<file path="src/rtl/uart_pkg.sv">
// Shared UART definitions: state encodings and line levels.
// Used by both the TX and RX paths.
package uart_pkg;

    typedef enum logic [2:0] {
        IDLE   = 3'd0,
        START  = 3'd1,
        DATA   = 3'd2,
        PARITY = 3'd3,
        STOP   = 3'd4
    } uart_state_t;

    localparam logic START_BIT  = 1'b0;
    localparam logic STOP_BIT   = 1'b1;
    localparam logic IDLE_LEVEL = 1'b1;

    localparam logic PAR_EVEN = 1'b0;
    localparam logic PAR_ODD  = 1'b1;

endpackage

</file>
<file path="src/rtl/uart_tx_serializer.sv">
// TX data shifter: holds the word LSB-first and counts emitted data bits.
// ser_done marks the cycle in which the last data bit is on the line.
module tx_serializer #(
    parameter int Data_Width = 8
) (
    input  logic                  clk,
    input  logic                  rst,
    input  logic                  load,
    input  logic                  shift,
    input  logic                  step,
    input  logic [Data_Width-1:0] data_in,
    output logic                  bit_out,
    output logic                  ser_done
);

    localparam int CW = (Data_Width > 1) ? $clog2(Data_Width) : 1;
    localparam logic [CW-1:0] LAST = CW'(Data_Width - 1);

    logic [Data_Width-1:0] sreg;
    logic [CW-1:0]         cnt;

    always_ff @(posedge clk or negedge rst) begin
        if (!rst) begin
            sreg <= '0;
            cnt  <= '0;
        end else if (load) begin
            sreg <= data_in;
            cnt  <= '0;
        end else begin
            if (shift)
                sreg <= sreg >> 1;
            // Saturate so the count never wraps past the last bit
            if (step && cnt != LAST)
                cnt <= cnt + CW'(1);
        end
    end

    assign bit_out  = sreg[0];
    assign ser_done = (cnt == LAST);

endmodule

</file>
<file path="src/rtl/uart_tx.sv">
// UART transmitter: start, LSB-first data, optional parity, stop.
// One bit per clk; tx_out and busy both come straight from flops.
module uart_tx
    import uart_pkg::*;
#(
    parameter int Data_Width = 8
) (
    input  logic                  clk,
    input  logic                  rst,
    input  logic [Data_Width-1:0] p_data,
    input  logic                  data_valid,
    input  logic                  par_en,
    input  logic                  par_typ,
    output logic                  tx_out,
    output logic                  busy
);

    uart_state_t state, state_nx;
    logic        tx_nx, busy_nx;
    logic        load, shift, step;
    logic        bit_out, ser_done;
    logic        par_en_q, par_bit;

    tx_serializer #(
        .Data_Width(Data_Width)
    ) u_ser (
        .clk     (clk),
        .rst     (rst),
        .load    (load),
        .shift   (shift),
        .step    (step),
        .data_in (p_data),
        .bit_out (bit_out),
        .ser_done(ser_done)
    );

    always_ff @(posedge clk or negedge rst) begin
        if (!rst) begin
            state    <= IDLE;
            tx_out   <= IDLE_LEVEL;
            busy     <= 1'b0;
            par_en_q <= 1'b0;
            par_bit  <= 1'b0;
        end else begin
            state  <= state_nx;
            tx_out <= tx_nx;
            busy   <= busy_nx;
            if (load) begin
                par_en_q <= par_en;
                par_bit  <= (par_typ == PAR_ODD) ? ~^p_data : ^p_data;
            end
        end
    end

    always_comb begin
        state_nx = IDLE;
        tx_nx    = IDLE_LEVEL;
        busy_nx  = 1'b0;
        load     = 1'b0;
        shift    = 1'b0;
        step     = 1'b0;
        case (state)
            IDLE: begin
                if (data_valid) begin
                    state_nx = START;
                    tx_nx    = START_BIT;
                    busy_nx  = 1'b1;
                    load     = 1'b1;
                end
            end
            START: begin
                state_nx = DATA;
                tx_nx    = bit_out;
                busy_nx  = 1'b1;
                shift    = 1'b1;
            end
            DATA: begin
                busy_nx = 1'b1;
                if (ser_done) begin
                    state_nx = par_en_q ? PARITY : STOP;
                    tx_nx    = par_en_q ? par_bit : STOP_BIT;
                end else begin
                    state_nx = DATA;
                    tx_nx    = bit_out;
                    shift    = 1'b1;
                    step     = 1'b1;
                end
            end
            PARITY: begin
                state_nx = STOP;
                tx_nx    = STOP_BIT;
                busy_nx  = 1'b1;
            end
            STOP: begin
                state_nx = IDLE;
                tx_nx    = IDLE_LEVEL;
            end
            default: begin
                state_nx = IDLE;
                tx_nx    = IDLE_LEVEL;
            end
        endcase
    end

endmodule

</file>
<file path="config.mk">
export PLATFORM = sky130hd
export DESIGN_NAME = uart_tx
export DESIGN_NICKNAME = d
export VERILOG_FILES = /design/src/rtl/uart_pkg.sv /design/src/rtl/uart_tx_serializer.sv /design/src/rtl/uart_tx.sv
export SDC_FILE = /design/constraint.sdc
export NUM_CORES = 1
export LEC_CHECK = 0
export BUFFER_PORTS_ARGS = -buffer_cell sky130_fd_sc_hd__buf_2
export CORE_UTILIZATION = 40
export CTS_CLUSTER_SIZE = 8
export DETAILED_ROUTE_END_ITERATION = 10
export GPL_TIMING_DRIVEN = 0
export HOLD_SLACK_MARGIN = 0.02
export PLACE_DENSITY = 0.65
export SYNTH_ARGS = -nofsm -noshare
export SYNTH_HDL_FRONTEND = slang
export SYNTH_HIERARCHICAL = 1
export SYNTH_SLANG_ARGS = --single-unit
</file>
<file path="constraint.sdc">
create_clock -name clk -period 2.5 [get_ports clk]
set_input_delay 0.25 -clock clk [delete_from_list [all_inputs] [get_ports clk]]
set_output_delay 0.25 -clock clk [all_outputs]
set_load 0.005 [all_outputs]
</file>
# After elaboration in Yosys (flattened, before gate mapping)
# Cells that the tools add are included.
# W data, S select, Z words.
dict set report word_totals {
  register_bits 18
  in_bits 13
  out_inout_bits 2
  elab_cells 39
}
dict set report classes {
  n_addsub 1
  n_eq_ne 5
  n_mux 19
  n_reduce_logical 7
}
# op n
set ops {}
lappend ops {{$mux W8} 2}
lappend ops {{$mux W3} 4}
lappend ops {{$pmux W3 S4} 1}
lappend ops {{$mux W1} 9}
lappend ops {{$reduce_xnor A8 Y1} 1}
lappend ops {{$reduce_xor A8 Y1} 1}
lappend ops {{$eq A3 B2 Y1 const B} 2}
lappend ops {{$pmux W1 S2} 2}
lappend ops {{$reduce_bool A2 Y1} 2}
lappend ops {{$add A3 B1 Y3 const B} 1}
lappend ops {{$eq A3 B1 Y1 const B} 1}
lappend ops {{$eq A3 B3 Y1 const B} 1}
lappend ops {{$logic_not A3 Y1} 1}
lappend ops {{$ne A3 B3 Y1 const B} 1}
lappend ops {{$pmux W1 S3} 1}
lappend ops {{$reduce_or A3 Y1} 1}
lappend ops {{$logic_and A1 B1 Y1} 1}

# Logic depth before layout (Yosys ltp)
dict set report logic_depth {
  ltp_word 6
  ltp_mapped 8
  mapped_depth_nobuf 7
}

# By module
# Netlist, hierarchy kept.
# mod instances cells_each area_per_inst_um2 seq_area_each_um2
set by_module_without_submodules {}
lappend by_module_without_submodules {tx_serializer 1 47 530.5 275.3}
lappend by_module_without_submodules {uart_tx 1 42 422.9 176.4}

# Least setup slack after synthesis
# OpenSTA, ideal clock, no wires.
dict set report synth_path {
  kind {register to register}
  start {reg u_ser.cnt[0]}
  end {reg u_ser.sreg[0]}
  setup_ns 0.122
  arrival_time_ns 1.452
  t_required_ns 2.378
  slack_ns 0.927
  stages_incl_launch_ff 9
  path_buffers 1
  synth_period_minus_slack_ns 1.573
  path_cell_list {dfrtp_1 ha_1 ha_1 nor2_1 nor2_1 nor2_1 buf_6 mux2i_1 o21ai_1}
}
dict set report synth_between {
  elab_chain_len 4
}
# item line
set synth_lines {}
lappend synth_lines {{from (decl)} uart_tx_serializer.sv:20} ;# logic [CW-1:0] cnt;
lappend synth_lines {{from (signal assigned)} uart_tx_serializer.sv:34} ;# cnt <= cnt + CW'(1);
lappend synth_lines {{$eq A3 B3 Y1} uart_tx_serializer.sv:39} ;# assign ser_done = (cnt == LAST);
lappend synth_lines {{net ser_done} uart_tx.sv:21} ;# logic bit_out, ser_done;
lappend synth_lines {{$mux W1} uart_tx.sv:79} ;# if (ser_done) begin
lappend synth_lines {{$pmux W1 S2} uart_tx.sv:62} ;# case (state)
lappend synth_lines {{net shift} uart_tx.sv:20} ;# logic load, shift, step;
lappend synth_lines {{$reduce_bool A2 Y1 (no source line)} n/a}
lappend synth_lines {{to (signal assigned)} uart_tx_serializer.sv:27} ;# sreg <= data_in;
lappend synth_lines {{to (signal assigned)} uart_tx_serializer.sv:31} ;# sreg <= sreg >> 1;
lappend synth_lines {{to (decl)} uart_tx_serializer.sv:19} ;# logic [Data_Width-1:0] sreg;
# The timed path passes the listed nets, and every way through them passes these cells.
# A chain may end at the register's enable or synchronous reset.

# Worst setup path in the final report
dict set report layout_path {
  start {reg u_ser.cnt[0]}
  end {reg u_ser.sreg[5]}
}
# Same word-level chain as after synthesis.

==> results.json <==
{
  "outcome": "finished, final reports clean",
  "post-dp-hpwl_mm": 1.278,
  "syn-mean-instance-area_um2": 10.71,
  "timing.fmax_mhz": 588.1,
  "die_area_mm2": 0.002583,
  "rows": 17,
  "grt_pass1_wl_mm": 3.022,
  "hp-class": "input pin to flip-flop",
  "rsz0062_at_grt": "no",
  "final_cells": 136,
  "hold_viol_final": 0,
  "worstPathCellList": "ha_1, ha_1, nor2_1, nor2_1, nor2_1, buf_6, mux2i_1, o21ai_1",
  "fillers": 223,
  "clock_latency_ps": 290,
  "final_area_mm2": 0.001095,
  "die_x_um": 50.82,
  "core_area_mm2": 0.002233,
  "synth_area_leaders": "dfrtp_1, mux2i_1, o21ai_1",
  "ys_seq_elements": 18,
  "grt_overflow_total": 0,
  "start_kind": "flip-flop",
  "area_growth_pct": 14.83,
  "slew_headroom": 0.7362,
  "synthSimpleGateAreaFrac": 0.1588,
  "setup_tns_ps": 0,
  "synth_compound_area_frac": 0.08005,
  "ys_types": 27,
  "drive_above_1_share": 0.2407,
  "cpLargestDelayFamily": "adder cells",
  "clock_path_buffers": 2,
  "post-route-drc-count": 0,
  "tightestPinTransition_ps": 395.7,
  "layout_common_cells": "dfrtp_1, buf_2, nand2_1, mux2i_1, nor2_1",
  "cts_tree": "built",
  "slew_violations": 0,
  "syn_inst": 89,
  "p_per_area_mw_per_mm2": 1122,
  "diodes": 0,
  "setup_violations": 0,
  "grt_max_degree": 19,
  "grt_use_total": 0.1632,
  "synth_fa_ha_area_frac": 0.02625,
  "final_common_cell": "dfrtp_1",
  "cp_slowest_cell": "dfrtp_1",
  "synth_mux_area_frac": 0.1207,
  "maxCapViolCount": 0,
  "num_vias": 673,
  "dieHeight_um": 50.82,
  "clock_skew_ps": 5.081,
  "crit_top_cell": "nor2_1",
  "cpPeakStageDelay_ps": 410,
  "syn_area_um2": 953.4,
  "critical_path.endpoint_type": "flip-flop",
  "grt_pass1_vias": 669,
  "placed_cell_area_mm2": 0.001059,
  "synth_top_family_by_area": "simple AND/OR/NAND/NOR gates",
  "io_pins": 15,
  "max-vdd-ir-drop_mv": 0.5963,
  "ff_latch_area_um2": 451.7,
  "synthXorXnorAreaFrac": 0.09711,
  "fin_crit_sh": 0.6801,
  "cts_htree_levels": 1,
  "ys_warn_count": 6,
  "cts-buffers-inserted": 3,
  "root_buffer": "clkbuf_4",
  "port_buffers": 14,
  "wire_per_inst_um": 12.51,
  "yosysSeqAreaShare": 0.4738,
  "drtAntennaViolNets": 0,
  "clk_pin_slew_ps": 110,
  "synth_top_cell_area_share": 0.4462,
  "required_ps": 2680,
  "syn-num-nets": 104,
  "multiInputGateArea_um2": 460.4,
  "cts_sinks": 18,
  "first_pass_iters": 4,
  "yosysTopAreaCell": "dfrtp_1",
  "post_cts_buffers": 0,
  "nets": 124,
  "fin_util": 0.4902,
  "min_period_ps": 1700,
  "gp_congestion": 0.7543,
  "antenna_found_initial": 0,
  "crit_arrival_ps": 1880,
  "dp_cells": 131,
  "drtIter0Drc": 10,
  "totalWireLength_mm": 1.701,
  "vias_per_cell": 4.949,
  "p_leak_nw": 0.5228,
  "cp_max_fo": 8,
  "start_util": 0.4269,
  "path_class": "flip-flop to flip-flop",
  "crit_buf_inv": 1
}
## per-stage QoR
stage	worst slack, ps	total power, mW	hold WS, ps
3_3_place_gp	823.4	1.062	198.5
5_1_grt	638.8	1.343	178.2
6_report	799.7	1.229	160.3
4_1_cts	791.2	1.247	152.8
2_1_floorplan	926.6	0.9547	-45.59
3_5_place_dp	805.3	1.085	204.6
## final timing paths
check	cells past startpoint	end	slack, ps	from
max	8	u_ser/sreg[5]$_DFFE_PN0P_	800	u_ser/cnt[0]$_DFFE_PN0P_
min	3	par_en_q$_DFFE_PN0P_	160	par_en
max reg2reg	8	u_ser/sreg[5]$_DFFE_PN0P_	800	u_ser/cnt[0]$_DFFE_PN0P_
min reg2reg	1	par_bit$_DFFE_PN0P_	540	par_bit$_DFFE_PN0P_
max in group asynchronous	2	tx_out$_DFF_PN1_	1780	rst
min in group asynchronous	2	u_ser/cnt[1]$_DFFE_PN0P_	400	rst
## worst reg2reg max path: cells and delay by family, from the launching register on
family | cells | cell delay, ps
buffers and inverters | 1 | 160
AND/OR/NAND/NOR | 3 | 280
flip-flops | 1 | 410
AO/OA/AOI/OAI | 1 | 80
multiplexers | 1 | 190
adder cells (fa/ha/maj) | 2 | 470
## repair_timing
action | in CTS | in global routing
hold buffers | 1 | 0
endpoints found under the hold margin | 17 | 0
gates resized for setup | 0 | 0
## flip-flops by register name, indices dropped and copies added, names as in the netlist
signal	flops
busy	1
par_bit	1
par_en_q	1
state	3
tx_out	1
u_ser/cnt	3
u_ser/sreg	8
## metal layers
layer	track usage	wire length [um]	vias up
met2	0.2533	821	11
met3	0.06250	68	2
met5	0	0	-
met1	0.2072	796	322
met4	0.05556	16	0
li1	-	-	338
## power by group
part           leakage (nW)  total [mW]  switching (mW)  internal [mW]
sequential            0.224       0.523          0.0921          0.431
clock                0.0150       0.154          0.0916         0.0621
combinational         0.284       0.552           0.270          0.282
## cells by family after synthesis
| group | count (synthesis) |
|---|---|
| muxes | 11 |
| DFF | 18 |
| and+or+nand+nor | 30 |
| adders and majority gates | 2 |
| xor gates and xnor gates | 8 |
| AOI/OAI and AO/OA | 14 |
| buffers and inverters | 6 |
## Yosys cell counts (all sizes together)
cell type / instances
nor2: 9
dfstp: 1
nor3b: 2
xor2: 2
nor3: 3
nand2b: 4
xnor2: 5
a21oi: 2
o22a: 1
nand2: 10
xnor3: 1
dfrtp: 17
ha: 2
mux2: 1
clkbuf: 1
nor2b: 2
o21ai: 9
o22ai: 1
buf: 3
mux2i: 10
inv: 2
a31oi: 1
## layout make-up
| type | count | share of cell area |
|---|---|---|
| Clock buffer | 4 | 0.02400 |
| Timing Repair Buffer | 15 | 0.07314 |
| Multi-Input combinational cell | 65 | 0.4206 |
| Tap cell | 28 | 0.03200 |
| Sequential cell | 18 | 0.4126 |
| Buffer | 4 | 0.03086 |
| Inverter | 2 | 0.006857 |
Power figures use the tool's default switching activity.
